## src/rtl/uart_reg_slave_pkg.sv

```systemverilog
// Shared constants for the UART register slave: register addresses,
// LSR/IIR/FCR bit positions and interrupt identification codes.
package uart_reg_slave_pkg;

  localparam logic [2:0] ADDR_RBR_THR = 3'd0;
  localparam logic [2:0] ADDR_IER     = 3'd1;
  localparam logic [2:0] ADDR_IIR_FCR = 3'd2;
  localparam logic [2:0] ADDR_LCR     = 3'd3;
  localparam logic [2:0] ADDR_MCR     = 3'd4;
  localparam logic [2:0] ADDR_LSR     = 3'd5;
  localparam logic [2:0] ADDR_MSR     = 3'd6;
  localparam logic [2:0] ADDR_SCR     = 3'd7;

  localparam int LSR_DR   = 0;
  localparam int LSR_OE   = 1;
  localparam int LSR_THRE = 5;
  localparam int LSR_TEMT = 6;

  localparam int FCR_FIFO_EN  = 0;
  localparam int FCR_RX_FLUSH = 1;
  localparam int FCR_TX_FLUSH = 2;

  localparam int LCR_DLAB = 7;

  typedef enum logic [3:0] {
    IIR_NONE = 4'h1,
    IIR_THRE = 4'h2,
    IIR_RDA  = 4'h4,
    IIR_RLS  = 4'h6
  } iirCode_e;

endpackage

```

## src/rtl/uart_reg_slave_fifo.sv

```systemverilog
// Synchronous FIFO with wrap-bit pointers; a push into a full FIFO is
// accepted when a pop happens in the same cycle.
module sync_fifo #(
  parameter int WIDTH = 8,
  parameter int DEPTH = 16
) (
  input  logic                     clk_i,
  input  logic                     rst_i,
  input  logic                     push_i,
  input  logic                     pop_i,
  input  logic                     flush_i,
  input  logic [WIDTH-1:0]         wdata_i,
  output logic [WIDTH-1:0]         rdata_o,
  output logic                     full_o,
  output logic                     empty_o,
  output logic [$clog2(DEPTH):0]   count_o
);

  localparam int AW = $clog2(DEPTH);

  logic [AW:0]      wrPtr_q, rdPtr_q;
  logic [WIDTH-1:0] mem_q [DEPTH];
  logic             doPush, doPop;

  assign empty_o = (wrPtr_q == rdPtr_q);
  assign full_o  = (wrPtr_q[AW] != rdPtr_q[AW]) && (wrPtr_q[AW-1:0] == rdPtr_q[AW-1:0]);
  assign count_o = wrPtr_q - rdPtr_q;
  assign rdata_o = mem_q[rdPtr_q[AW-1:0]];

  assign doPop  = pop_i & ~empty_o;
  assign doPush = push_i & (~full_o | doPop);

  always_ff @(posedge clk_i) begin
    if (rst_i || flush_i) begin
      wrPtr_q <= '0;
      rdPtr_q <= '0;
    end else begin
      wrPtr_q <= wrPtr_q + {{AW{1'b0}}, doPush};
      rdPtr_q <= rdPtr_q + {{AW{1'b0}}, doPop};
    end
  end

  always_ff @(posedge clk_i) begin
    if (doPush && !flush_i && !rst_i) begin
      mem_q[wrPtr_q[AW-1:0]] <= wdata_i;
    end
  end

endmodule

```

## src/rtl/uart_reg_slave.sv

```systemverilog
// 16550-style UART register file: bus decode, line status, interrupt
// identification and RX/TX FIFOs towards an external serializer pair.
module uart_reg_slave
  import uart_reg_slave_pkg::*;
#(
  parameter int FIFO_DEPTH = 16
) (
  input  logic        clk_i,
  input  logic        rst_i,
  input  logic        cs_i,
  input  logic        wr_i,
  input  logic        rd_i,
  input  logic [2:0]  a_i,
  input  logic [7:0]  din_i,
  output logic [7:0]  dout_o,
  output logic        int_o,
  output logic [7:0]  tx_data_o,
  output logic        tx_valid_o,
  input  logic        tx_ready_i,
  input  logic        tx_busy_i,
  input  logic [7:0]  rx_data_i,
  input  logic        rx_valid_i,
  output logic [15:0] divisor_o,
  output logic [7:0]  lcr_out_o,
  output logic [4:0]  mcr_out_o
);

  localparam int CW = $clog2(FIFO_DEPTH) + 1;

  logic [7:0] lcr_q, dll_q, dlm_q, scr_q, rbrLast_q, dout_q;
  logic [3:0] ier_q;
  logic [4:0] mcr_q;
  logic       fifoMode_q, oe_q, oe_d, threPend_q, threPend_d;
  logic       txEmptyPrev_q, int_q, wrPrev_q, rdPrev_q;

  logic [7:0]  rxHead, txHead, lsr, iir, readData;
  logic [CW-1:0] rxCount, txCount;
  logic        rxFull, rxEmpty, txFull, txEmpty, rxEffFull, txEffFull;
  iirCode_e    iirCode;

  // Only the first cycle of a held strobe is an access event.
  logic wrEvent, rdEvent, dlab;
  assign wrEvent = cs_i & wr_i & ~wrPrev_q;
  assign rdEvent = cs_i & rd_i & ~rdPrev_q;
  assign dlab    = lcr_q[LCR_DLAB];

  logic thrWrite, ierWrite, fcrWrite, rbrRead, lsrRead, iirRead;
  assign thrWrite = wrEvent & (a_i == ADDR_RBR_THR) & ~dlab;
  assign ierWrite = wrEvent & (a_i == ADDR_IER) & ~dlab;
  assign fcrWrite = wrEvent & (a_i == ADDR_IIR_FCR);
  assign rbrRead  = rdEvent & (a_i == ADDR_RBR_THR) & ~dlab;
  assign lsrRead  = rdEvent & (a_i == ADDR_LSR);
  assign iirRead  = rdEvent & (a_i == ADDR_IIR_FCR);

  // Without FIFO mode both queues behave as single holding registers.
  assign rxEffFull = fifoMode_q ? rxFull : (rxCount != '0);
  assign txEffFull = fifoMode_q ? txFull : (txCount != '0);

  logic rxPop, rxPush, overrun, txPush, txPop;
  assign rxPop   = rbrRead & ~rxEmpty;
  assign rxPush  = rx_valid_i & (~rxEffFull | rxPop);
  assign overrun = rx_valid_i & rxEffFull & ~rxPop;
  assign txPush  = thrWrite & ~txEffFull;
  assign txPop   = ~txEmpty & tx_ready_i;

  sync_fifo #(.WIDTH(8), .DEPTH(FIFO_DEPTH)) rxFifo (
    .clk_i(clk_i), .rst_i(rst_i), .push_i(rxPush), .pop_i(rxPop),
    .flush_i(fcrWrite & din_i[FCR_RX_FLUSH]), .wdata_i(rx_data_i),
    .rdata_o(rxHead), .full_o(rxFull), .empty_o(rxEmpty), .count_o(rxCount)
  );

  sync_fifo #(.WIDTH(8), .DEPTH(FIFO_DEPTH)) txFifo (
    .clk_i(clk_i), .rst_i(rst_i), .push_i(txPush), .pop_i(txPop),
    .flush_i(fcrWrite & din_i[FCR_TX_FLUSH]), .wdata_i(din_i),
    .rdata_o(txHead), .full_o(txFull), .empty_o(txEmpty), .count_o(txCount)
  );

  always_comb begin
    lsr           = '0;
    lsr[LSR_DR]   = ~rxEmpty;
    lsr[LSR_OE]   = oe_q;
    lsr[LSR_THRE] = txEmpty;
    lsr[LSR_TEMT] = txEmpty & ~tx_busy_i;
  end

  always_comb begin
    iirCode = IIR_NONE;
    if (oe_q && ier_q[2])            iirCode = IIR_RLS;
    else if (!rxEmpty && ier_q[0])   iirCode = IIR_RDA;
    else if (threPend_q && ier_q[1]) iirCode = IIR_THRE;
    iir = {{2{fifoMode_q}}, 2'b00, iirCode};
  end

  // An overrun in the same cycle as the LSR read keeps OE set.
  always_comb begin
    oe_d = oe_q;
    if (lsrRead) oe_d = 1'b0;
    if (overrun) oe_d = 1'b1;
  end

  always_comb begin
    threPend_d = threPend_q;
    if (iirRead && (iirCode == IIR_THRE)) threPend_d = 1'b0;
    if ((txEmpty && !txEmptyPrev_q) || (ierWrite && din_i[1] && !ier_q[1] && txEmpty))
      threPend_d = 1'b1;
    if (thrWrite) threPend_d = 1'b0;
  end

  always_comb begin
    readData = 8'h00;
    case (a_i)
      ADDR_RBR_THR: readData = dlab ? dll_q : (rxEmpty ? rbrLast_q : rxHead);
      ADDR_IER:     readData = dlab ? dlm_q : {4'b0000, ier_q};
      ADDR_IIR_FCR: readData = iir;
      ADDR_LCR:     readData = lcr_q;
      ADDR_MCR:     readData = {3'b000, mcr_q};
      ADDR_LSR:     readData = lsr;
      ADDR_MSR:     readData = 8'h00;
      ADDR_SCR:     readData = scr_q;
      default:      readData = 8'h00;
    endcase
  end

  always_ff @(posedge clk_i) begin
    if (rst_i) begin
      lcr_q <= '0; dll_q <= '0; dlm_q <= '0; ier_q <= '0; fifoMode_q <= 1'b0;
      mcr_q <= '0; scr_q <= '0; oe_q <= 1'b0; threPend_q <= 1'b0;
      txEmptyPrev_q <= 1'b1; rbrLast_q <= '0; dout_q <= '0; int_q <= 1'b0;
      wrPrev_q <= 1'b0; rdPrev_q <= 1'b0;
    end else begin
      wrPrev_q      <= cs_i & wr_i;
      rdPrev_q      <= cs_i & rd_i;
      oe_q          <= oe_d;
      threPend_q    <= threPend_d;
      txEmptyPrev_q <= txEmpty;
      int_q         <= ~iir[0];
      if (rdEvent) dout_q <= readData;
      if (rxPop) rbrLast_q <= rxHead;
      if (wrEvent) begin
        case (a_i)
          ADDR_RBR_THR: if (dlab) dll_q <= din_i;
          ADDR_IER:     if (dlab) dlm_q <= din_i; else ier_q <= din_i[3:0];
          ADDR_IIR_FCR: fifoMode_q <= din_i[FCR_FIFO_EN];
          ADDR_LCR:     lcr_q <= din_i;
          ADDR_MCR:     mcr_q <= din_i[4:0];
          ADDR_SCR:     scr_q <= din_i;
          default:      ;
        endcase
      end
    end
  end

  assign dout_o     = dout_q;
  assign int_o      = int_q;
  assign tx_data_o  = txHead;
  assign tx_valid_o = ~txEmpty;
  assign divisor_o  = {dlm_q, dll_q};
  assign lcr_out_o  = lcr_q;
  assign mcr_out_o  = mcr_q;

endmodule

```

## config.mk

```make
export PLATFORM = sky130hd
export DESIGN_NAME = uart_reg_slave
export DESIGN_NICKNAME = d
export VERILOG_FILES = /design/src/rtl/uart_reg_slave_pkg.sv /design/src/rtl/uart_reg_slave_fifo.sv /design/src/rtl/uart_reg_slave.sv
export SDC_FILE = /design/constraint.sdc
export NUM_CORES = 1
export LEC_CHECK = 0
export ABC_AREA = 1
export ABC_CLOCK_PERIOD_IN_PS = 4400
export BUFFER_PORTS_ARGS = -buffer_cell sky130_fd_sc_hd__buf_2
export CAP_MARGIN = 0
export CORE_UTILIZATION = 53
export CTS_CLUSTER_DIAMETER = 60
export CTS_CLUSTER_SIZE = 12
export DETAILED_ROUTE_END_ITERATION = 8
export HOLD_SLACK_MARGIN = 0.08
export PLACE_DENSITY_LB_ADDON = 0.2
export SYNTH_ARGS = -nofsm -noshare
export SYNTH_HDL_FRONTEND = slang
export SYNTH_HIERARCHICAL = 1
export SYNTH_SLANG_ARGS = --single-unit
```

## constraint.sdc

```tcl
create_clock -name clk_i -period 4.4 [get_ports clk_i]
set_clock_uncertainty 0.05 [all_clocks]
set_input_delay 0.22 -clock clk_i [delete_from_list [all_inputs] [get_ports clk_i]]
set_output_delay 0.22 -clock clk_i [all_outputs]
set_load 0.05 [all_outputs]
```

==> flow_summary.ini, run 1 <==
[run_status]
status = finished, final reports clean

[final_layout]
fin_nets = 1877
finalInstanceArea_um2 = 17300
layout_commonest_cell = nand2_1
fillers = 2496
drive_above_1_share_pct = 9.38
final_cell_mix = nand2_1 (493), inv_1 (317), edfxtp_1 (256), nand3_1 (183), nor2_1 (146)
areaGrowthSynthToFinish_pct = 10.6
antenna_cells = 0

[critical_path]
cp.required_ns = 4.48
reg2reg_slack_ns = 0.64
reg2reg_to = rxFifo/mem_q[10][4]
cp-end-kind = register
r2r_start = rxFifo/rdPtr_q[2]
crit_type = reg2reg
r2r_cells = 16
crit_fanout = 14
start_kind = register
crit_arrival_ns = 3.84

[route]
route.top_layer_used = met4
wl_per_cell_um = 16.7
drt_iter0_markers = 1073
first_pass_iters = 8
met1_length_mm = 16.6
vias_per_cell = 5.23
ant_nets = 0
vias = 11700
wl_met3_mm = 2.81
wl_mm = 37.5
drc = 0
met2_length_mm = 17.4

[timing]
hold_viol_final = 0
final.min_clock_period_ns = 3.76
clock.fmax_mhz = 266
tns_ns = 0
setup_violations = 0
rsz0062_at_grt = no
period_share_pct = 85.6
worst_pin_slew_ns = 1.11
slew_viol_final = 0
slew_headroom_pct = 26.1

[synth]
syn-num-nets = 1809
ys_seq_elements = 340
yosys_warnings = 6
seq_area_frac_synth_pct = 59.8
netlist_area_um2 = 15700
synthFlopType = edfxtp_1
synth_edf_count = 256
synthCells = 1764
syn_area_per_cell_um2 = 8.89
synth_cell_types = 39
synthArstFlopShare_pct = 0

[min_path]
hold-path-endpoint = oe_q
hold_path_class = in2reg
min-delay-start = rx_valid_i
hold_path_depth = 4

[global_routing]
grt_use_total_pct = 24.8
grt_pass1_wl_mm = 58.4
antenna_found_initial = 0
grt_max_degree = 67
grt_pass1_vias = 10900
overflow = 0

[clocking]
cts_made_buffers = 35
cts-root-buf = clkbuf_16
clkLatencyLatePin_ns = 0.51
cts_resized = 0
clk_pin_slew_ns = 0.06
cts_setup_buffers = 0
cts.path.max_buffers = 3
htreeDepth = 2
cts_sinks = 340
cts_tree = done

[pwr]
switching_power_mw = 1.55
pwr-share-seq_pct = 51.9
ir_worst_vdd_mv = 0.323
p_per_area_nw_per_um2 = 391
combPwrFrac_pct = 7.3
p_int_mw = 5.23
clkPwrFrac_pct = 40.8
cellLeakagePower_nw = 7.76
switching_share_pct = 22.9

[floorplanning]
dieArea_um2 = 30300
row_count = 62
die_h_um = 174
boundaryPins = 74
core_um2 = 28900
die_x_um = 174
initial_utilization_pct = 54.2

[job]
drv_cap = 0

[place]
post_dp_cell_area_um2 = 16200
post-dp-hpwl_mm = 24.4
gp_congestion = 0.928
port_buffers = 73
registers in the layout (all words and copies together), names as in the netlist, 5 cells and up:
name	cells
mcr_out_o	5
dll_q	8
lcr_out_o	8
rxFifo/rdPtr_q	5
rxFifo/wrPtr_q	5
txFifo/mem_q	128
dlm_q	8
dout_o	8
txFifo/rdPtr_q	5
scr_q	8
rxFifo/mem_q	128
rbrLast_q	8
txFifo/wrPtr_q	5
per-stage QoR:
| step | total power [mW] | util (%) | hold WS, ns | setup WS, ns | instances |
|---|---|---|---|---|---|
| 4_1_cts | 6.82 | 59.9 | 0.0879 | 0.706 | 2240 |
| 5_1_grt | 7.01 | 59.9 | 0.100 | 0.424 | 2240 |
| 2_1_floorplan | 3.88 | - | 0.239 | 1.25 | 1764 |
| 3_3_place_gp | 4.07 | 56.1 | 0.409 | 0.866 | 2173 |
| 6_report | 6.79 | 59.9 | 0.0953 | 0.635 | 2240 |
| 3_5_place_dp | 4.07 | 56.1 | 0.415 | 0.717 | 2173 |
how the worst max path moves through the flow:
stage / depth (start not counted) / to / startpoint / slack, ns
finish: 16 / rxFifo/mem_q[10][4] / rxFifo/rdPtr_q[2] / 0.64
global route: 14 / rxFifo/mem_q[5][2] / rxFifo/rdPtr_q[2] / 0.42
CTS: 16 / rxFifo/mem_q[10][5] / rxFifo/rdPtr_q[2] / 0.71
detailed placement: 16 / rxFifo/mem_q[10][1] / rxFifo/rdPtr_q[2] / 0.72
global placement: 16 / rxFifo/mem_q[3][3] / rxFifo/rdPtr_q[2] / 0.87
floorplan: 17 / rxFifo/mem_q[3][0] / rxFifo/rdPtr_q[1] / 1.25
layout make-up:
type	count	area [µm²]	area share [%]
Multi-Input combinational cell	1032	4680	27.0
Timing Repair Buffer	89	500	2.89
Inverter	334	1260	7.24
Tap cell	384	480	2.77
Clock buffer	58	1000	5.79
Clock inverter	3	47.5	0.274
Sequential cell	340	9370	54.0
worst max-delay path, cell delays in order (launching register included):
cell	delay, ns
dfxtp_1	0.66
inv_2	0.17
ha_1	0.38
nand2_1	0.10
nor2_1	0.07
inv_1	0.07
nor2_1	0.05
inv_1	0.16
nand2_1	0.13
nor3_4	0.21
buf_4	0.23
inv_1	0.07
nand3_1	0.14
nand2_1	0.07
inv_1	0.12
nand2_4	0.11
nor2_1	0.61
cells in the mapped netlist (12+ instances only):
cell type	n	share of area [%]
nand2_1	493	12
inv_1	317	7.6
edfxtp_1	256	49
nand3_1	183	5.8
nor2_1	146	3.5
dfxtp_1	84	11
o21ai_0	69	2.2
a21oi_1	56	1.8
buf_2	29	0.93
ha_1	16	1.3
nor2_2	16	0.64
inv_2	13	0.31
buf_4	12	0.57
layer usage:
metal / vias up / global-route usage, %
met5: - / 0
li1: 5711 / -
met4: 0 / 6.36
met1: 5499 / 35.6
met2: 441 / 39.4
met3: 58 / 3.76
cell families (layout without fill, tap and decap cells):
logic type      count (synthesis)  in the layout  share of synthesized area [%]
buf+inv                       392            484                           10.4
simple gates                  864            864                           23.2
flops                         340            340                           59.8
fa+ha+maj                      18             18                           1.53
xor+xnor                       11             11                          0.615
compound gates                139            139                           4.56
power by group through the flow:
stage / clock [mW] / combinational, mW / sequential (mW)
floorplan: 0 / 0.270 / 3.61
global placement: 0 / 0.479 / 3.59
detailed placement: 0 / 0.481 / 3.59
CTS: 2.81 / 0.487 / 3.52
global route: 2.94 / 0.539 / 3.53
finish: 2.77 / 0.495 / 3.52
repair_timing:
action,in CTS,in global routing
hold endpoints to repair,5,0
endpoints found under the setup margin,0,0
hold buffers,6,0
(Power assumes the default switching activity.)
==> inputs of run 2 (changes only) <==
--- a/config.mk
+++ b/config.mk
@@ -10,11 +10,13 @@
 export BUFFER_PORTS_ARGS = -buffer_cell sky130_fd_sc_hd__buf_2
 export CAP_MARGIN = 0
 export CORE_UTILIZATION = 53
+export CTS_BUF_LIST = sky130_fd_sc_hd__clkbuf_4 sky130_fd_sc_hd__clkbuf_8 sky130_fd_sc_hd__clkbuf_16
 export CTS_CLUSTER_DIAMETER = 60
 export CTS_CLUSTER_SIZE = 12
 export DETAILED_ROUTE_END_ITERATION = 8
 export HOLD_SLACK_MARGIN = 0.08
 export PLACE_DENSITY_LB_ADDON = 0.2
+export RECOVER_POWER = 25
 export SYNTH_ARGS = -nofsm -noshare
 export SYNTH_HDL_FRONTEND = slang
 export SYNTH_HIERARCHICAL = 1
==> flow_summary.ini, run 2 (same netlist as run 1, synthesis figures left out) <==
[final_layout]
final_cell_mix = nand2_1 (493), inv_1 (317), edfxtp_1 (256), nand3_1 (183), nor2_1 (146)
fin_nets = 1877
areaGrowthSynthToFinish_pct = 11.1
antenna_cells = 0
layout_commonest_cell = nand2_1
fillers = 2487
drive_above_1_share_pct = 9.97

[global_routing]
grt_max_degree = 67
overflow = 0
grt_use_total_pct = 24.8
grt_pass1_wl_mm = 58.4
grt_pass1_vias = 10900
antenna_found_initial = 0

[min_path]
min-delay-start = rx_valid_i
hold_path_class = in2reg
hold_path_depth = 4
hold-path-endpoint = oe_q

[critical_path]
critPathTopFamily = simple AND/OR/NAND/NOR gates
path_cells = inv_2, ha_1, nand2_1, nor2_1, inv_1, nor2_1, inv_1, nand2_1, nor3_4, buf_4, inv_1, nand3_1, nand2_1, inv_1, nand2_4, nor2_1
cp.required_ns = 4.48
r2r_cells = 16
crit_slowest_cell = dfxtp_1
cpMostUsedCell = inv_1
reg2reg_slack_ns = 0.65
r2r_start = rxFifo/rdPtr_q[2]
crit_fanout = 14
reg2reg_to = rxFifo/mem_q[10][1]
start_kind = register
cp_num_buf_inv = 6
cp-end-kind = register
cpPeakStageDelay_ns = 0.66
crit_type = reg2reg
crit_arrival_ns = 3.83

[floorplanning]
die_h_um = 174
core_um2 = 28900
initial_utilization_pct = 54.2
boundaryPins = 74
row_count = 62
dieArea_um2 = 30300
die_x_um = 174

[pwr]
cellLeakagePower_nw = 7.80
ir_worst_vdd_mv = 0.333
p_per_area_nw_per_um2 = 398

[route]
vias = 11700
drc = 0
wl_mm = 37.4
first_pass_iters = 7
vias_per_cell = 5.23
wl_per_cell_um = 16.7
ant_nets = 0
drt_iter0_markers = 1080

[clocking]
cts-root-buf = clkbuf_16
htreeDepth = 2
cts_setup_buffers = 0
clkLatencyLatePin_ns = 0.51
cts.path.max_buffers = 3
cts_tree = done
clk_pin_slew_ns = 0.06
cts_sinks = 340
cts_made_buffers = 35

[timing]
clock.fmax_mhz = 267
final.min_clock_period_ns = 3.75
tns_ns = 0
slew_viol_final = 0
hold_viol_final = 0
setup_violations = 0
layout_setup_ws_ns = 0.655
worst_pin_slew_ns = 1.16
rsz0062_at_grt = no
slew_headroom_pct = 22.4
period_share_pct = 85.1

[place]
pre_cts_slack_ns = 0.717
gp_congestion = 0.928
post-dp-hpwl_mm = 24.4
port_buffers = 73

[run_status]
status = finished, final reports clean

[job]
drv_cap = 0
## run 2: changes by cell type in the layout (fill, tap and decap cells not counted)
cell / previous run / this run
clkbuf_1: 21 / 10
buf_2: 73 / 63
clkbuf_4: 0 / 21
## run 2: routing by layer
metal	track usage (%)	part of all wire, %	vias up	wire length [µm]
li1	-	-	5713	-
met1	35.6	44	5525	16600
met2	39.5	46	412	17400
met3	3.74	7.2	61	2700
met4	6.18	2.0	0	739
met5	0	0	-	0
## run 2: per-stage QoR
step	total power, mW	hold WS [ns]	cells	utilization, %	instance area, µm²
final	6.92	0.0950	2240	60.2	17400
after CTS	6.95	0.0874	2240	60.2	17400
after global routing	7.13	0.120	2240	60.2	17400
after global placement	4.07	0.409	2173	56.1	16200
after detailed placement	4.07	0.415	2173	56.1	16200
after floorplan	3.88	0.239	1764	-	15700
## run 2: timing repair
item,4_1_cts,5_1_grt
hold buffers,6,0
hold endpoints to repair,5,0
resized for setup,0,0
## run 2: worst register-to-register path: cells and delay by family, from the launching register on
| kind | cells | cell delay, ns |
|---|---|---|
| fa+ha+maj | 1 | 0.38 |
| buf+inv | 6 | 0.82 |
| flops | 1 | 0.66 |
| simple gates | 9 | 1.49 |
## run 2: layout make-up
type                            instances  area, µm²  area share, %
Timing Repair Buffer                   89        488           2.80
Sequential cell                       340       9370           53.8
Clock inverter                          3       47.5          0.273
Tap cell                              384        480           2.76
Multi-Input combinational cell       1032       4680           26.9
Clock buffer                           58       1080           6.22
Inverter                              334       1260           7.22
## run 2: worst max path at each step
stage,startpoint,cells past startpoint,to
2_1_floorplan,rxFifo/rdPtr_q[1],17,rxFifo/mem_q[3][0]
3_3_place_gp,rxFifo/rdPtr_q[2],16,rxFifo/mem_q[3][3]
3_5_place_dp,rxFifo/rdPtr_q[2],16,rxFifo/mem_q[10][1]
4_1_cts,rxFifo/rdPtr_q[2],16,rxFifo/mem_q[10][5]
5_1_grt,rxFifo/rdPtr_q[2],14,rxFifo/mem_q[5][6]
6_report,rxFifo/rdPtr_q[2],16,rxFifo/mem_q[10][1]
## run 2: power breakdown
group	internal (mW)	leakage [nW]	switching (mW)
registers	3.49	2.98	0.0279
clock network	1.75	0.575	1.16
logic	0.122	4.24	0.371
==> inputs of run 3 (changes only) <==
--- a/config.mk
+++ b/config.mk
@@ -7,17 +7,16 @@
 export LEC_CHECK = 0
 export ABC_AREA = 1
 export ABC_CLOCK_PERIOD_IN_PS = 4400
-export BUFFER_PORTS_ARGS = -buffer_cell sky130_fd_sc_hd__buf_2
 export CAP_MARGIN = 0
 export CORE_UTILIZATION = 53
 export CTS_BUF_LIST = sky130_fd_sc_hd__clkbuf_4 sky130_fd_sc_hd__clkbuf_8 sky130_fd_sc_hd__clkbuf_16
 export CTS_CLUSTER_DIAMETER = 60
 export CTS_CLUSTER_SIZE = 12
 export DETAILED_ROUTE_END_ITERATION = 8
+export DONT_BUFFER_PORTS = 1
 export HOLD_SLACK_MARGIN = 0.08
 export PLACE_DENSITY_LB_ADDON = 0.2
 export RECOVER_POWER = 25
 export SYNTH_ARGS = -nofsm -noshare
 export SYNTH_HDL_FRONTEND = slang
-export SYNTH_HIERARCHICAL = 1
 export SYNTH_SLANG_ARGS = --single-unit
==> constraint.sdc (replaced) <==
create_clock -name clk_i -period 4.4 [get_ports clk_i]
set_clock_uncertainty 0.05 [all_clocks]
set_input_delay 0.66 -clock clk_i [delete_from_list [all_inputs] [get_ports clk_i]]
set_output_delay 0.66 -clock clk_i [all_outputs]
set_load 0.05 [all_outputs]
==> flow_summary.ini, run 3 <==
[global_routing]
grt_pass1_wl_mm = 53.8
grt_max_degree = 67
antenna_found_initial = 0
grt_use_total_pct = 24.7
grt_pass1_vias = 10100
overflow = 0

[synth]
syn_area_per_cell_um2 = 9.87
synth_cell_types = 43
yosysTopAreaCell = edfxtp_1
synthArstFlopShare_pct = 0
synth_top_area_share_pct = 52.2
ys_seq_elements = 340
yosys_warnings = 0
netlist_area_um2 = 14700
ys_top_cells_by_count = nand2_1 (369), edfxtp_1 (256), nor2_1 (168)
syn-num-nets = 1535
synthCells = 1492
seq_area_frac_synth_pct = 63.6
synth_edf_count = 256
synthTopCellsByArea = edfxtp_1 (52%), dfxtp_1 (11%), nand2_1 (9.4%)
synth_most_common_cell = nand2_1
synthFlopType = edfxtp_1

[route]
drt_iter0_markers = 837
ant_nets = 0
drc = 0
vias_per_cell = 5.50
wl_mm = 34.4
vias = 10300
wl_per_cell_um = 18.4
first_pass_iters = 5

[critical_path]
start_kind = register
crit_fanout = 14
crit_arrival_ns = 2.92
cp-end-kind = output port
reg2reg_slack_ns = 1.02
crit_type = reg2out
cp.required_ns = 3.69

[clocking]
cts_sinks = 340
ctsHoldBuffers = 0
cts-root-buf = clkbuf_16
htreeDepth = 2
clkLatencyLatePin_ns = 0.52
cts_resized = 0
cts_made_buffers = 35
clk_pin_slew_ns = 0.06
cts_setup_buffers = 0
cts_tree = done
cts.path.max_buffers = 3

[pwr]
combPwrFrac_pct = 6.0
ir_worst_vdd_mv = 0.364
pwr-share-seq_pct = 52.8
switching_power_mw = 1.49
p_int_mw = 5.24
switching_share_pct = 22.1
clkPwrFrac_pct = 41.2
cellLeakagePower_nw = 6.27
p_per_area_nw_per_um2 = 419

[floorplanning]
dieArea_um2 = 28500
die_x_um = 169
row_count = 60
initial_utilization_pct = 54.4
core_um2 = 27100
boundaryPins = 74
die_h_um = 169

[job]
drv_cap = 0

[timing]
final.min_clock_period_ns = 3.63
layout_setup_ws_ns = 0.770
worst_pin_slew_ns = 1.10
setup_violations = 0
rsz0062_at_grt = no
slew_headroom_pct = 26.3
tns_ns = 0
clock.fmax_mhz = 275
period_share_pct = 82.5
fin_hold_ws_ns = 0.165
hold_viol_final = 0
slew_viol_final = 0

[final_layout]
layout_commonest_cell = nand2_1
drive_above_1_share_pct = 7.81
final_cell_mix = nand2_1 (369), edfxtp_1 (256), nor2_1 (168), o21ai_0 (133), inv_1 (128)
areaGrowthSynthToFinish_pct = 8.99
postLayoutCoreUtil_pct = 59.2
antenna_cells = 0
finalInstanceArea_um2 = 16100
fillers = 2288
fin_nets = 1522

[place]
port_buffers = 0
gp_congestion = 0.889
post_dp_cell_area_um2 = 15000
pre_cts_slack_ns = 1.02
post-dp-hpwl_mm = 22.3

[run_status]
status = finished, final reports clean

[min_path]
hold_path_class = in2reg
-- run 3: cell count changes in the layout (fill, tap and decap cells not counted), moves of 22 or more --
cell / before / now
inv_1: 317 / 128
nand2_1: 493 / 369
nand3_1: 183 / 98
buf_2: 63 / 0
o21ai_0: 69 / 133
nor2_1: 146 / 168
-- run 3: power by group through the flow --
stage / Combinational (mW) / Clock (mW) / Sequential (mW)
after floorplan: 0.315 / 0 / 3.61
after global placement: 0.396 / 0 / 3.62
after detailed placement: 0.402 / 0 / 3.62
after global routing: 0.465 / 2.92 / 3.55
after CTS: 0.406 / 2.81 / 3.55
final: 0.407 / 2.77 / 3.55
-- run 3: metrics by stage --
stage	power (mW)	cells
after floorplan	3.92	1492
after global placement	4.01	1814
after detailed placement	4.02	1814
after CTS	6.76	1870
after global routing	6.94	1870
final	6.73	1870
-- run 3: area by class of cell --
class,count,area (µm²),area share (%)
sequential,340,9370,58.4
multi-input combinational,943,4520,28.1
clock buffer,52,1040,6.47
inverter,149,561,3.49
tap,372,465,2.90
timing repair buffer,10,75.1,0.468
clock inverter,4,25.0,0.156
-- run 3: cell families after synthesis --
family	count (synthesis)	share of synthesized area, %
AO/OA/AOI/OAI	246	9.49
XOR/XNOR	9	0.535
adder cells (fa/ha/maj)	16	1.36
buffers and inverters	209	5.72
flip-flops	340	63.6
AND/OR/NAND/NOR	672	19.3
-- run 3: path summary, 6_finish.rpt --
check | startpoint | to | cells after the start
worst min-delay path | rst_i | oe_q | 1
worst min register to register | threPend_q | threPend_q | 2
worst max-delay path | txFifo.rdPtr_q[2] | tx_valid_o | 7
worst max register to register | rxFifo.rdPtr_q[2] | rxFifo.mem_q[15][1] | 10
-- run 3: critical path, cell delays in order (launching register included) --
cell	delay [ns]
dfxtp_1	0.61
clkinv_1	0.38
ha_1	0.47
nand2_1	0.09
nor2_1	0.24
inv_1	0.08
nor2_1	0.25
inv_1	0.30
-- run 3: metal layers --
metal / share of wire [%] / global-route usage [%]
met1: 43 / 33.0
met2: 47 / 40.7
met3: 7.1 / 4.28
met4: 3.0 / 8.74
met5: 0 / 0
